===== config.mk =====
export PLATFORM = sky130hd
export DESIGN_NAME = xcorr_peak_picker_flat
export DESIGN_NICKNAME = d
export VERILOG_FILES = /design/src/rtl/xcorr_pkg.sv /design/src/rtl/xcorr_peak_picker_if.sv /design/src/rtl/xcorr_argmax_lane.sv /design/src/rtl/xcorr_peak_picker.sv /design/src/flat_wrapper.sv
export SDC_FILE = /design/constraint.sdc
export NUM_CORES = 1
export LEC_CHECK = 0
export BUFFER_PORTS_ARGS = -buffer_cell sky130_fd_sc_hd__buf_2
export CORE_MARGIN = 2
export CORE_UTILIZATION = 59
export CTS_CLUSTER_DIAMETER = 200
export DETAILED_ROUTE_END_ITERATION = 10
export PLACE_DENSITY = 0.82
export SYNTH_ARGS = -nofsm -noshare
export SYNTH_HDL_FRONTEND = slang
export SYNTH_SLANG_ARGS = --single-unit

===== constraint.sdc =====
create_clock -name clk -period 6.6 [get_ports clk]
set_input_delay 0.33 -clock clk [delete_from_list [all_inputs] [get_ports clk]]
set_output_delay 0.33 -clock clk [all_outputs]
set_load 0.005 [all_outputs]

===== src/rtl/xcorr_pkg.sv =====
// Shared constants and FSM encoding for the cross-correlation peak picker.
package xcorr_pkg;
    localparam int LAG_CENTRE = 30;
    localparam int NUM_PAIRS  = 4;
    localparam int SB_W       = 9;
    localparam int LAG_W      = 6;

    typedef enum logic {SCAN, COMMIT} state_t;
endpackage


===== src/rtl/xcorr_peak_picker_if.sv =====
// Per-lag correlation beat stream from the xcorr engine into the peak picker.
interface xcorr_peak_picker_if #(
    parameter int CORR_W   = 32,
    parameter int ENERGY_W = 24
);
    import xcorr_pkg::*;

    logic                       corr_valid;
    logic                       corr_ready;
    logic [1:0]                 corr_pair;
    logic [LAG_W-1:0]           corr_lag;
    logic signed [CORR_W-1:0]   corr_val;
    logic                       corr_last;
    logic [ENERGY_W-1:0]        energy;

    modport master (
        output corr_valid, corr_pair, corr_lag, corr_val, corr_last, energy,
        input  corr_ready
    );

    modport slave (
        input  corr_valid, corr_pair, corr_lag, corr_val, corr_last, energy,
        output corr_ready
    );
endinterface


===== src/rtl/xcorr_argmax_lane.sv =====
// Running-max tracker shared by all pairs; nxt_lag already includes the current beat.
module xcorr_argmax_lane
    import xcorr_pkg::*;
#(
    parameter int CORR_W = 32
) (
    input  logic                     clk,
    input  logic                     en,
    input  logic                     load,
    input  logic signed [CORR_W-1:0] val,
    input  logic [LAG_W-1:0]         lag,
    output logic [LAG_W-1:0]         nxt_lag
);
    logic signed [CORR_W-1:0] best_val_p1;
    logic [LAG_W-1:0]         best_lag_p1;
    logic                     take;

    // Strict compare: on a tie the earlier (lower) lag stays the winner.
    assign take    = load || (val > best_val_p1);
    assign nxt_lag = take ? lag : best_lag_p1;

    always_ff @(posedge clk) begin
        if (en && take) begin
            best_val_p1 <= val;
            best_lag_p1 <= lag;
        end
    end
endmodule


===== src/rtl/xcorr_peak_picker.sv =====
// Per-pair argmax lag picker with gated loudness band; outputs update atomically per frame.
// Optional per-pair lag smoothing IIR is enabled by defining XCORR_SMOOTH_EN.
module xcorr_peak_picker
    import xcorr_pkg::*;
#(
    parameter int NUM_LAGS     = 61,
    parameter int CORR_W       = 32,
    parameter int ENERGY_W     = 24,
    parameter int ENERGY_SHIFT = 10,
    parameter int BAND_MIN     = 4
) (
    input  logic                clk,
    input  logic                rst_n,
    xcorr_peak_picker_if.slave  corr,
    output logic [LAG_W-1:0]    mic1,
    output logic [LAG_W-1:0]    mic2,
    output logic [LAG_W-1:0]    mic3,
    output logic [LAG_W-1:0]    mic4,
    output logic [SB_W-1:0]     sound_band,
    output logic                out_valid,
    output logic                frame_err
);
    state_t             state_q, state_d;
    logic [1:0]         exp_pair_q;
    logic [LAG_W-1:0]   exp_lag_q;
    logic               ready_c, commit, accept, beat_ok, restart, lane_en;
    logic [LAG_W-1:0]   lane_lag;
    logic [LAG_W-1:0]   pend_p1 [NUM_PAIRS];
    logic [LAG_W-1:0]   pub_lag [NUM_PAIRS];
    logic [ENERGY_W-1:0] energy_p1;

    function automatic logic [SB_W-1:0] band_sat(input logic [ENERGY_W-1:0] e_in);
        logic [ENERGY_W-1:0] e;
        e = e_in >> ENERGY_SHIFT;
        if (e < ENERGY_W'(BAND_MIN))              return '0;
        else if (e > ENERGY_W'((1 << SB_W) - 1))  return '1;
        else                                      return e[SB_W-1:0];
    endfunction

    assign accept  = corr.corr_valid && (state_q == SCAN);
    assign beat_ok = (corr.corr_pair == exp_pair_q) && (corr.corr_lag == exp_lag_q) &&
                     (corr.corr_last == (corr.corr_lag == LAG_W'(NUM_LAGS - 1)));
    assign restart = (corr.corr_pair == 2'd0) && (corr.corr_lag == '0);
    assign lane_en = accept && (beat_ok || restart);
    assign corr.corr_ready = ready_c;

    xcorr_argmax_lane #(.CORR_W(CORR_W)) u_lane (
        .clk     (clk),
        .en      (lane_en),
        .load    (corr.corr_lag == '0),
        .val     (corr.corr_val),
        .lag     (corr.corr_lag),
        .nxt_lag (lane_lag)
    );

    always_comb begin
        state_d = state_q;
        ready_c = 1'b0;
        commit  = 1'b0;
        case (state_q)
            SCAN: begin
                ready_c = 1'b1;
                if (accept && beat_ok && corr.corr_last && exp_pair_q == 2'd3)
                    state_d = COMMIT;
            end
            COMMIT: begin
                commit  = 1'b1;
                state_d = SCAN;
            end
            default: state_d = SCAN;
        endcase
    end

    // Stage p0: beat acceptance, protocol tracking and error pulse.
    always_ff @(posedge clk or negedge rst_n) begin
        if (!rst_n) begin
            state_q    <= SCAN;
            exp_pair_q <= '0;
            exp_lag_q  <= '0;
            frame_err  <= 1'b0;
        end else begin
            state_q   <= state_d;
            frame_err <= accept && !beat_ok;
            if (accept) begin
                if (beat_ok) begin
                    if (corr.corr_last) begin
                        exp_pair_q <= exp_pair_q + 2'd1;
                        exp_lag_q  <= '0;
                    end else begin
                        exp_lag_q  <= exp_lag_q + 1'b1;
                    end
                end else begin
                    exp_pair_q <= '0;
                    exp_lag_q  <= restart ? LAG_W'(1) : '0;
                end
            end
        end
    end

    // Stage p1: per-pair pending slots; a restarted frame overwrites every slot before commit.
    always_ff @(posedge clk) begin
        if (accept && beat_ok && corr.corr_last) begin
            pend_p1[exp_pair_q] <= lane_lag;
            if (exp_pair_q == 2'd3)
                energy_p1 <= corr.energy;
        end
    end

`ifdef XCORR_SMOOTH_EN
    logic [7:0] smooth_q [NUM_PAIRS];
    logic [7:0] smooth_d [NUM_PAIRS];
    logic       seeded_q;

    function automatic logic [7:0] iir_step(input logic [7:0] s, input logic [LAG_W-1:0] lag);
        return 8'({1'b0, s} - 9'(s >> 2) + 9'(lag));
    endfunction

    function automatic logic [LAG_W-1:0] round_q2(input logic [7:0] s);
        return LAG_W'(({1'b0, s} + 9'd2) >> 2);
    endfunction

    always_comb begin
        for (int i = 0; i < NUM_PAIRS; i++) begin
            smooth_d[i] = seeded_q ? iir_step(smooth_q[i], pend_p1[i]) : {pend_p1[i], 2'b00};
            pub_lag[i]  = round_q2(smooth_d[i]);
        end
    end

    always_ff @(posedge clk or negedge rst_n) begin
        if (!rst_n) begin
            seeded_q <= 1'b0;
            for (int i = 0; i < NUM_PAIRS; i++) smooth_q[i] <= 8'(LAG_CENTRE << 2);
        end else if (commit) begin
            seeded_q <= 1'b1;
            for (int i = 0; i < NUM_PAIRS; i++) smooth_q[i] <= smooth_d[i];
        end
    end
`else
    always_comb begin
        for (int i = 0; i < NUM_PAIRS; i++) pub_lag[i] = pend_p1[i];
    end
`endif

    // Stage p2: published outputs, registered at the end of the COMMIT cycle.
    always_ff @(posedge clk or negedge rst_n) begin
        if (!rst_n) begin
            mic1       <= LAG_W'(LAG_CENTRE);
            mic2       <= LAG_W'(LAG_CENTRE);
            mic3       <= LAG_W'(LAG_CENTRE);
            mic4       <= LAG_W'(LAG_CENTRE);
            sound_band <= '0;
            out_valid  <= 1'b0;
        end else begin
            out_valid <= commit;
            if (commit) begin
                mic1       <= pub_lag[0];
                mic2       <= pub_lag[1];
                mic3       <= pub_lag[2];
                mic4       <= pub_lag[3];
                sound_band <= band_sat(energy_p1);
            end
        end
    end
endmodule


===== src/flat_wrapper.sv =====
// flat-port wrapper written by rule: the top's interface ports become plain ports
module xcorr_peak_picker_flat import xcorr_pkg::*;
#(
    parameter int NUM_LAGS     = 61,
    parameter int CORR_W       = 32,
    parameter int ENERGY_W     = 24,
    parameter int ENERGY_SHIFT = 10,
    parameter int BAND_MIN     = 4
)
  (clk, rst_n, mic1, mic2, mic3, mic4, sound_band, out_valid, frame_err, corr_corr_valid, corr_corr_pair, corr_corr_lag, corr_corr_val, corr_corr_last, corr_energy, corr_corr_ready);
  xcorr_peak_picker_if #(.CORR_W(CORR_W), .ENERGY_W(ENERGY_W)) corr_i ();
  input  logic clk;
  input  logic rst_n;
  output logic [LAG_W-1:0] mic1;
  output logic [LAG_W-1:0] mic2;
  output logic [LAG_W-1:0] mic3;
  output logic [LAG_W-1:0] mic4;
  output logic [SB_W-1:0] sound_band;
  output logic out_valid;
  output logic frame_err;
  input wire logic [$bits(corr_i.corr_valid)-1:0] corr_corr_valid;
  input wire logic [$bits(corr_i.corr_pair)-1:0] corr_corr_pair;
  input wire logic [$bits(corr_i.corr_lag)-1:0] corr_corr_lag;
  input wire logic [$bits(corr_i.corr_val)-1:0] corr_corr_val;
  input wire logic [$bits(corr_i.corr_last)-1:0] corr_corr_last;
  input wire logic [$bits(corr_i.energy)-1:0] corr_energy;
  output wire logic [$bits(corr_i.corr_ready)-1:0] corr_corr_ready;
  assign corr_i.corr_valid = corr_corr_valid;
  assign corr_i.corr_pair = corr_corr_pair;
  assign corr_i.corr_lag = corr_corr_lag;
  assign corr_i.corr_val = corr_corr_val;
  assign corr_i.corr_last = corr_corr_last;
  assign corr_i.energy = corr_energy;
  assign corr_corr_ready = corr_i.corr_ready;
  xcorr_peak_picker #(.NUM_LAGS(NUM_LAGS), .CORR_W(CORR_W), .ENERGY_W(ENERGY_W), .ENERGY_SHIFT(ENERGY_SHIFT), .BAND_MIN(BAND_MIN)) u_core (.clk(clk), .rst_n(rst_n), .corr(corr_i), .mic1(mic1), .mic2(mic2), .mic3(mic3), .mic4(mic4), .sound_band(sound_band), .out_valid(out_valid), .frame_err(frame_err));
endmodule

==> metrics.md <==
| Metric | Value |
|---|---|
| #FFs+latches synth | `120` |
| Hold_buf cts | `37` |
| Startpoint types | `input port` |
| Final setup vio count | `0` |
| Final Instance Count excl. Fillers | `a little under 700` |
| CTS tree | `done` |
| Filler Cells Inserted | `around 480` |
| Crit path max-delay family | `compound AO/OA/AOI/OAI gates` |
| Area Overhead vs Synth | `28.6%` |
| Die H | `~100 µm` |
| R2R Setup Slk | `approximately 2.6 ns` |
| Sequential share of the synthesized area | `0.627` |
| Detailed Place HPWL | `7320 µm` |
| WL/cell | `roughly 17 µm` |
| Syn Inst Count | `approximately 420` |
| Hold Startpoint | `corr_corr_val[1]` |
| Die W | `roughly 100 µm` |
| Crit-path slowest cell | `a21oi_4` |
| Fin util | `0.793` |
| Leakage | `approximately 0.003 µW` |
| Vias after detailed routing | `approximately 3800` |
| Min Tclk post-route | `just over 4 ns` |
| Port Buf Inserts | `93` |
| Highest cell delay on the worst timing path | `between 0.9 and 1 ns` |
| Initial antenna violation count | `0` |
| Commonest non-fill, non-tap cell in the layout | `buf_2` |
| Worst R2R End | `u_core.u_lane.best_val_p1[21]` |
| Vias per inst | `between 5 and 6` |
| Worst slew margin | `0.191` |
| Number of library cell types mapped by synthesis | `40` |
| Layout Skew | `0.00760 ns` |
| Placed insts | `slightly above 600` |
| Worst Hold Depth | `1` |
| Root buf cell | `clkbuf_8` |
| Total clock buffers created by CTS | `17` |
| Clock Latency Late Sink | `about 0.51 ns` |
| Critical path type | `input port to flop` |
| TNS Setup | `0 ns` |
| Mapped cell area | `5430 µm²` |
| Post-CTS Resized | `0` |
| Clock slew at the register clock pins of the worst setup and hold paths | `about 0.060 ns` |
| Pre-antenna DRT Iters | `4` |
| Slew at the pin closest to its max-slew limit | `1.21 ns` |
| Global-route wire length before repair | `approximately 19000 µm` |
| RSZ-0062 raised after global routing | `false` |
| VDD IR max | `approximately 0.0002 V` |
| Max-cap violation count | `0` |
| Worst hold endpoint | `u_core.u_lane.best_val_p1[1]` |
| Pin count of the biggest net entering global routing | `45` |
| GRT overflow | `0` |
| Diode count | `0` |
| WP data arrival | `around 4.3 ns` |
| Setup repair bufs after CTS | `0` |
| Synth Net Count | `approximately 530` |
| Post-synth EDFFs | `76` |
| Place WS | `between 2 and 3 ns` |
| DIE AREA | `between 9000 and 10000 µm²` |
| All-Layer GR Usage | `0.246` |
| Req. time, crit path | `~6.7 ns` |
| Buffers & Inverters on Critical Path | `2` |
| # DRC | `0` |
| CP Cell Sequence | `dlygate4sd3_1 -> buf_2 -> ha_1 -> nand4_2 -> nor4_4 -> nand2_1 -> o211ai_2 -> or2_2 -> o211ai_1 -> a21oi_4` |
| Status | `complete, no violations` |
| Avg Inst Size Synth | `approximately 13 µm²` |
| Worst setup margin | `about 2.5 ns` |
| Fin. Hold Viols | `0` |
| Register area | `3400 µm²` |
| GPL Wtd Cong | `0.791` |
| Antenna-violating nets left | `0` |
| Final Net Count | `672` |
| Post-synth ARST share | `0.367` |
| Fin Hold WS | `0.0262 ns` |
| Fin crit share | `0.627` |
| Starting density of the core | `0.616` |
| Fin. max-slew vios | `0` |
| Max clock buf depth | `2` |
| Worst reg2reg path depth | `9` |
| Warnings from Yosys | `0` |
| Post-synth top flop | `edfxtp_1` |
| Vias in the first global route | `slightly below 4000` |
| Crit Path Max Fanout | `38` |
| Multi-input gate area in the final layout | `about 1900 µm²` |
| RR Startpoint | `u_core.u_lane.best_val_p1[31]` |
| Worst hold path class | `input port to flop` |
| H-Tree Depth | `4` |
| Achievable Freq | `around 0.24 GHz` |
| Layout cells sized above 1 | `0.295` |
| # rows | `34` |
| Ports | `around 100` |
| Power Density | `around 260 nW/µm²` |
| Starting DRT DRC Count | `roughly 320` |
| Routed WL | `11800 µm` |
| Most frequent cells in the layout | `93 x buf_2, 76 x edfxtp_1, 39 x dlygate4sd3_1` |
| Setup crit end kind | `flop` |
| Area of the core | `8810 µm²` |
| CTS Sinks | `120` |
area by class of cell:
cell class	instances	area share
clock buffer	17	0.0593
clock inverter	15	0.0240
inverter	38	0.0204
multi-input combinational	257	0.266
sequential	120	0.488
tap	108	0.0194
timing repair buffer	133	0.124
layer usage:
| metal | routed length [µm] | up-vias | part of all wire | global-route usage |
|---|---|---|---|---|
| li1 | - | 1828 | - | - |
| met1 | 4910 | 1889 | 0.42 | 0.304 |
| met2 | 6190 | 114 | 0.53 | 0.428 |
| met3 | 519 | 17 | 0.044 | 0.0606 |
| met4 | 145 | 0 | 0.012 | 0.0790 |
| met5 | 0 | - | 0 | 0 |
worst max path at each step:
stage	startpoint	endpoint	slack (ns)	depth (start not counted)
finish	corr_corr_val[31]	u_core.u_lane.best_val_p1[21]	2.46	10
global route	corr_corr_val[31]	u_core.u_lane.best_lag_p1[5]	2.26	10
CTS	corr_corr_val[31]	u_core.u_lane.best_val_p1[12]	2.53	10
detailed placement	corr_corr_val[31]	u_core.u_lane.best_val_p1[22]	2.55	9
global placement	corr_corr_val[31]	u_core.u_lane.best_val_p1[22]	2.74	9
floorplan	u_core.u_lane.best_val_p1[31]	u_core.u_lane.best_lag_p1[0]	2.52	10
cell families after synthesis:
group	share of synthesized area
flip-flops	0.627
AO/OA/AOI/OAI	0.0733
adder cells (fa/ha/maj)	0.0853
XOR/XNOR	0.0161
multiplexers	0.0535
buffers and inverters	0.0334
AND/OR/NAND/NOR	0.111
through the flow:
stage / cell area [µm²] / power [µW]
after floorplan: 5430 / 859
after global placement: 6010 / 894
after detailed placement: 6010 / 898
after CTS: 6960 / 1810
after global routing: 6980 / 1860
final: 6980 / 1800
report_power, final:
group / switching [µW] / total [µW] / internal [µW]
Sequential: 0.659 / 806 / 805
Clock: 353 / 898 / 546
Combinational: 51.8 / 98.6 / 46.7
Total: 405 / 1800 / 1400
synth_stat cells, types with 2 or more instances:
library cell / count / area [µm²]
xnor2_1: 8 / 70.1
inv_1: 38 / 143
nand3_1: 4 / 20.0
nor2_1: 34 / 128
dfrtp_1: 28 / 701
a21oi_1: 25 / 125
o21ai_0: 14 / 70.1
o211ai_1: 6 / 45.0
nor3_1: 5 / 25.0
o2bb2ai_1: 4 / 35.0
edfxtp_1: 76 / 2280
nand2_1: 33 / 124
nor4_1: 3 / 18.8
xor2_1: 2 / 17.5
nand2b_1: 2 / 12.5
and2_1: 11 / 68.8
ha_1: 37 / 463
dfstp_2: 16 / 420
o22ai_1: 6 / 37.5
or3_1: 6 / 37.5
and4b_1: 6 / 60.1
nand4_1: 8 / 50.1
a211oi_1: 6 / 45.0
clkbuf_1: 5 / 18.8
mux2_2: 24 / 270
mux2i_1: 2 / 20.0
registers in the layout, indices dropped and copies added (netlist names):
signal and flops:
u_core.energy_p1 14, u_core.exp_lag_q 6, u_core.exp_pair_q 2, u_core.frame_err 1, u_core.mic1 6, u_core.mic2 6, u_core.mic3 6, u_core.mic4 6
u_core.out_valid 1, u_core.pend_p1 24, u_core.sound_band 9, u_core.state_q 1, u_core.u_lane.best_lag_p1 6, u_core.u_lane.best_val_p1 32
(Power assumes the default switching activity.)
